$ cat config.mk
export PLATFORM = sky130hd
export DESIGN_NAME = seq_match_ctrl
export DESIGN_NICKNAME = d
export VERILOG_FILES = /design/src/rtl/seq_match_ctrl.sv
export SDC_FILE = /design/constraint.sdc
export NUM_CORES = 1
export LEC_CHECK = 0
export CORE_MARGIN = 5
export CORE_UTILIZATION = 50
export CTS_BUF_LIST = sky130_fd_sc_hd__clkbuf_4
export CTS_CLUSTER_SIZE = 10
export DETAILED_ROUTE_END_ITERATION = 6
export GPL_TIMING_DRIVEN = 0
export MAX_ROUTING_LAYER = met4
export PLACE_DENSITY = 0.76
export REMOVE_ABC_BUFFERS = 1
export SETUP_SLACK_MARGIN = 0.5
export SLEW_MARGIN = 20
export SYNTH_ARGS = -nofsm -noshare
export SYNTH_HDL_FRONTEND = slang
export SYNTH_SLANG_ARGS = --single-unit
export TNS_END_PERCENT = 10
$ cat constraint.sdc
create_clock -name clk -period 5.7 [get_ports clk]
set_input_delay 1.425 -clock clk [delete_from_list [all_inputs] [get_ports clk]]
set_output_delay 1.425 -clock clk [all_outputs]
set_load 0.005 [all_outputs]
$ cat src/rtl/seq_match_ctrl.sv
// ---------------------------------------------------------------------------
// seq_match_ctrl
//
// Serial pattern matcher with a small run controller. A run is started from
// IDLE with a configuration (pattern, length, overlap mode, target count).
// While running, every qualified input bit is shifted into a history
// register and compared against the latched pattern. Each detected pattern
// produces a one-cycle match pulse and bumps a saturating match counter.
// When the counter reaches a nonzero target the run ends through DONE, which
// pulses done for one cycle before returning to IDLE. A run can also be
// ended early with abort, which never produces done.
//
// Parameters
//   MAXLEN      maximum pattern length in bits (2..15, limited by cfg_len)
//   CNTW        width of the match counter and target
//
// Ports
//   clk         single clock, all state changes on its rising edge
//   reset       synchronous active-low reset
//   start       begin a run from IDLE, samples the cfg_* inputs
//   abort       end a run early, no done pulse
//   cfg_pattern pattern, bit cfg_len-1 is received first, bit 0 last
//   cfg_len     pattern length, legal range 1..MAXLEN
//   cfg_overlap 1 = overlapping detection, 0 = non-overlapping
//   cfg_target  matches that end the run, 0 = unlimited
//   x_valid     qualifies x
//   x           serial data bit
//   busy        high while in RUN
//   match       registered one-cycle pulse per detected pattern
//   match_count matches counted in the current or last run
//   done        one-cycle pulse after the target count is reached
//   cfg_err     one-cycle pulse when a start is rejected for a bad length
// ---------------------------------------------------------------------------
module seq_match_ctrl #(
  parameter int MAXLEN = 8,
  parameter int CNTW   = 8
) (
  input  logic              clk,
  input  logic              reset,
  input  logic              start,
  input  logic              abort,
  input  logic [MAXLEN-1:0] cfg_pattern,
  input  logic [3:0]        cfg_len,
  input  logic              cfg_overlap,
  input  logic [CNTW-1:0]   cfg_target,
  input  logic              x_valid,
  input  logic              x,
  output logic              busy,
  output logic              match,
  output logic [CNTW-1:0]   match_count,
  output logic              done,
  output logic              cfg_err
);

  typedef enum logic [1:0] {
    IDLE = 2'd0,
    RUN  = 2'd1,
    DONE = 2'd2
  } state_t;

  // MAXLEN expressed in the 4-bit domain of cfg_len and the fill counter.
  localparam logic [3:0] MAXLEN_L = 4'(MAXLEN);

  state_t              state_q, state_d;
  logic [MAXLEN-1:0]   hist_q, hist_d;
  logic [3:0]          fill_q, fill_d;
  logic [MAXLEN-1:0]   pat_q, pat_d;
  logic [3:0]          len_q, len_d;
  logic                ovl_q, ovl_d;
  logic [CNTW-1:0]     tgt_q, tgt_d;
  logic [CNTW-1:0]     cnt_q, cnt_d;
  logic                match_q, match_d;
  logic                err_q, err_d;

  logic [MAXLEN-1:0]   hist_shift;
  logic [MAXLEN-1:0]   len_mask;
  logic [3:0]          fill_inc;
  logic [CNTW-1:0]     cnt_inc;
  logic                len_ok;
  logic                window_hit;
  logic                bit_match;
  logic                hist_unused;

  // The oldest history bit is shifted out before it could ever be compared,
  // because the comparison looks at the history after the new bit is added.
  // It is kept so the history stays the full MAXLEN bits wide.
  assign hist_unused = hist_q[MAXLEN-1];

  // Datapath helpers shared by the next-state logic: the history with the
  // current bit appended, a saturating fill count, a saturating match count
  // and a mask selecting the low len_q history bits for the comparison.
  // Bits of the pattern above len_q are deliberately ignored so callers may
  // leave junk in the unused upper pattern bits.
  always_comb begin
    hist_shift = {hist_q[MAXLEN-2:0], x};
    fill_inc   = (fill_q == MAXLEN_L) ? fill_q : fill_q + 4'd1;
    cnt_inc    = (cnt_q == {CNTW{1'b1}}) ? cnt_q : cnt_q + CNTW'(1);
    len_ok     = (cfg_len != 4'd0) && (cfg_len <= MAXLEN_L);
    len_mask   = '0;
    for (int i = 0; i < MAXLEN; i++) begin
      len_mask[i] = (4'(i) < len_q);
    end
    window_hit = (((hist_shift ^ pat_q) & len_mask) == '0);
    bit_match  = (fill_inc >= len_q) && window_hit;
  end

  // Next-state and next-register logic for the run controller. Everything
  // holds by default; the pulse registers default low so they only ever
  // stay high for one cycle. In RUN, abort is checked before the data bit so
  // that a bit arriving with abort is thrown away even if it would complete
  // a match. In non-overlapping mode the fill count restarts after a match
  // so no bit of a matched window can contribute to the next match.
  always_comb begin
    state_d = state_q;
    hist_d  = hist_q;
    fill_d  = fill_q;
    pat_d   = pat_q;
    len_d   = len_q;
    ovl_d   = ovl_q;
    tgt_d   = tgt_q;
    cnt_d   = cnt_q;
    match_d = 1'b0;
    err_d   = 1'b0;

    unique case (state_q)
      IDLE: begin
        if (start) begin
          if (len_ok) begin
            pat_d   = cfg_pattern;
            len_d   = cfg_len;
            ovl_d   = cfg_overlap;
            tgt_d   = cfg_target;
            cnt_d   = '0;
            hist_d  = '0;
            fill_d  = 4'd0;
            state_d = RUN;
          end else begin
            err_d = 1'b1;
          end
        end
      end

      RUN: begin
        if (abort) begin
          state_d = IDLE;
        end else if (x_valid) begin
          hist_d = hist_shift;
          fill_d = fill_inc;
          if (bit_match) begin
            match_d = 1'b1;
            cnt_d   = cnt_inc;
            if (!ovl_q) begin
              fill_d = 4'd0;
            end
            if ((tgt_q != '0) && (cnt_inc == tgt_q)) begin
              state_d = DONE;
            end
          end
        end
      end

      DONE: begin
        state_d = IDLE;
      end

      default: begin
        state_d = IDLE;
      end
    endcase
  end

  // State and register update. Reset is synchronous and active-low; it
  // wins over every other input, including in the middle of a run, and
  // clears the latched configuration as well as the counters.
  always_ff @(posedge clk) begin
    if (!reset) begin
      state_q <= IDLE;
      hist_q  <= '0;
      fill_q  <= 4'd0;
      pat_q   <= '0;
      len_q   <= 4'd0;
      ovl_q   <= 1'b0;
      tgt_q   <= '0;
      cnt_q   <= '0;
      match_q <= 1'b0;
      err_q   <= 1'b0;
    end else begin
      state_q <= state_d;
      hist_q  <= hist_d;
      fill_q  <= fill_d;
      pat_q   <= pat_d;
      len_q   <= len_d;
      ovl_q   <= ovl_d;
      tgt_q   <= tgt_d;
      cnt_q   <= cnt_d;
      match_q <= match_d;
      err_q   <= err_d;
    end
  end

  // Outputs come straight from registers: busy and done decode the state,
  // the pulses and count are their own flops.
  always_comb begin
    busy        = (state_q == RUN);
    done        = (state_q == DONE);
    match       = match_q;
    match_count = cnt_q;
    cfg_err     = err_q;
  end

endmodule

==> impl_results.md <==
* Outcome: finished clean
* Clock insertion delay at the later pin of the skew report at 370 ps
* Highest clock rate at 261 MHz
* Die span in y at 79.6 um
* Setup TNS at 0 ps
* Placed instance count at 383
* Family of cells with the greatest summed delay on the critical path: simple AND/OR/NAND/NOR gates
* Maximum number of pins on one net before global-route repair at 43
* FFs w/ async S/R, synth at 0
* Actual slew at the worst max-slew pin at 1020 ps
* Final period util at 0.673
* Top area cells in the synthesized netlist: dfxtp_1, nand2_1, a21boi_1, ha_1, xnor2_1
* WS Path Type: input port to flop
* Clock tree sinks at 44
* Hold WS at 480 ps
* GR Util All Layers at 0.193
* Number of enable flip-flop cells after synthesis at 0
* Postcts setup bufs at 0
* Final worst clock skew at 22.4 ps
* Total number of H-tree levels at 2
* Iteration count of the initial detailed-routing pass at 4
* Average cell area after synthesis at 8.24 um2
* Library cell used as clock root buffer: clkbuf_4
* Share of the yosys chip area belonging to registers at 0.364
* Remaining antenna violation count at 0
* Number of antenna violations at the first check in global routing at 0
* Inserted Clock Buffers at 5
* PwrDens at 220 nW/um2
* CTS Hold Buffers Added at 0
* Area taken by flip-flops and latches at 881 um2
* Share of post-route cells with drive strength above 1 at 0.0648
* Sum of met2 wire segment lengths after detailed routing at 2.54 mm
* Critical path arrival at 4120 ps
* I/O pin count at 39
* Crit path max-delay cell type: and3_1
* Gate count of the mapped netlist at 294
* Routed vias/inst at 5.59
* Total number of nets in the final design at 357
* Utilization after layout at 0.616
* Highest metal used: met4
* DR DRC count at 0
* Number of max-cap violations at 0
* Post-CTS sizing at 0
* DRC marker count from the first detailed-route iteration at 148
* Number of placement rows at 25
* Number of buffers on the longest clock path at 2
* Class of the worst hold path: flop to flop
* Met1 WL at 2.66 mm
* Number of distinct library cells after synthesis at 53
* Setup repair after global routing missed its margin: no
* Total of fill cells in the finished design at 419
* Yosys warning total at 0
* Placeable core region at 4720 um2
* Antenna fix cells at 0
* Sum of net half-perimeters after detailed placement at 4.04 mm
* Maximum fanout along the worst path at 27
* First-pass GRT wire length at 9.41 mm
* Max-Slew Margin vs Limit at 0.320
* Register-to-register path setup slack at 2760 ps
* Final Hold Viols at 0
* Number of pins exceeding their max-slew limit in the final report at 0
* Final weighted congestion of routability-driven global placement at 0.986
* Number of synthesized register bits at 44
* Cell type contributing the most total cell area after synthesis: dfxtp_1
* Reported leakage power at 1.03 nW
* Cell Count, Final, Fillers Out at 391
* Overall die width at 79.6 um
* Clock tree from TritonCTS: built
* Total Die Area at 6340 um2
* Clock period minus final worst setup slack at 3840 ps
* Multi-input logic area at 1460 um2
* Worst IR Drop VDD at 167 uV
* Overflow left after global routing at 0
* CP max stage delay at 880 ps
* Clock transition at the registers of the reported paths at 150 ps
* Cell area after synthesis at 2420 um2
* Drt wl/cell at 14.4 um
* Sequence of cells on the critical path: clkdlybuf4s50_1 > nor3_1 > xnor2_1 > and3_1 > nor2_2 > nor2_4 > nor2_2 > o221a_1
* Area overhead of the layout relative to synthesis at 20.1%
* Total length of routed met3 wires at 337 um
* Final Setup Violations at 0
* CP most frequent cell: nor2_2
* Req. time, crit path at 5980 ps
* Critical path startpoint category: input port
* CP endpoint kind: flop
* Port bufs at 38
* Primary flip-flop cell chosen by synthesis mapping: dfxtp_1
* Overall power consumption at 639 uW
* Via count of the first global-routing pass at 1969
* Via Count at 2184
* Portion of synthesized cell area occupied by the leading cell type at 0.364
* Starting utilization of the core area at 0.513
* Buffering stage count on the worst path with inverters included at 1
* Drt total wl at 5.62 mm
==> area by class of cell <==
class                           instances  share of cell area
Clock buffer                            5              0.0129
Clock inverter                          3              0.0159
Inverter                                8              0.0103
Multi-Input combinational cell        226               0.500
Sequential cell                        44               0.303
Tap cell                               67              0.0288
Timing Repair Buffer                   38               0.129
==> cell usage after synthesis, types with 2 or more instances <==
library cell / n
a311oi_1: 2
nand3_1: 11
o21ai_1: 4
nor2_2: 2
nor3_1: 7
or3_1: 2
a21oi_1: 7
xnor2_1: 8
nor2b_1: 9
and4_1: 3
a22o_1: 4
a21boi_1: 21
xor2_1: 6
o21ai_0: 5
and3_1: 3
a22oi_1: 7
nand2b_1: 4
nor4_1: 3
mux2i_1: 3
nand2_1: 57
dfxtp_1: 44
a221oi_1: 2
o22ai_1: 2
a31oi_1: 3
o21a_1: 4
inv_1: 7
clkbuf_1: 15
nor3b_1: 2
nand4_1: 5
nor2_1: 12
o221a_1: 2
ha_1: 7
==> registers in the layout, summed over array words and instances (netlist names) <==
register	flops
cfg_err	1
fill_q	4
hist_q	7
len_q	4
match	1
match_count	8
ovl_q	1
pat_q	8
state_q	2
tgt_q	8
==> tightest hold or removal path, stage by stage, from the launching register on <==
cell	delay [ps]
dfxtp_1	350
nand2_1	50
a21boi_1	50
==> per-stage QoR <==
stage / setup WS [ps] / instance area, um2
floorplan: 2340 / 2360
global placement: 1420 / 2830
detailed placement: 1440 / 2830
CTS: 1810 / 2910
global route: 1580 / 2910
finish: 1860 / 2910
==> metal layers <==
layer  vias to the layer above  GRT usage
li1                       1109          -
met1                      1003      0.262
met2                        64      0.279
met3                         8     0.0429
met4                         0     0.0722
met5                         -          -
==> power breakdown <==
part           leakage [nW]  total, mW  switching [mW]  internal, mW
Sequential            0.357      0.329          0.0113         0.317
Combinational         0.636      0.103          0.0528        0.0501
Clock                0.0418      0.207           0.113        0.0939
==> cells by family after synthesis <==
logic type / count (synthesis) / synth area share
compound gates: 77 / 0.243
xor+xnor: 14 / 0.0506
fa+ha+maj: 7 / 0.0362
buf+inv: 24 / 0.0377
flops: 44 / 0.364
mux: 4 / 0.0170
simple gates: 124 / 0.252
==> cell usage in the layout, fill, tap and decap left out, types with 8 or more instances in the layout <==
cell type / count
nor2b_1: 9
nor2_1: 12
dfxtp_1: 44
a21boi_1: 21
xnor2_1: 8
clkdlybuf4s50_1: 37
nand2_1: 57
nand3_1: 11
==> final timing paths <==
path,cells after the start,to,startpoint
max,8,match_count[5],cfg_len[0]
min,2,pat_q[1],pat_q[1]
max reg2reg,13,match_count[7],fill_q[0]
min reg2reg,2,pat_q[1],pat_q[1]
(Power assumes the default switching activity.)
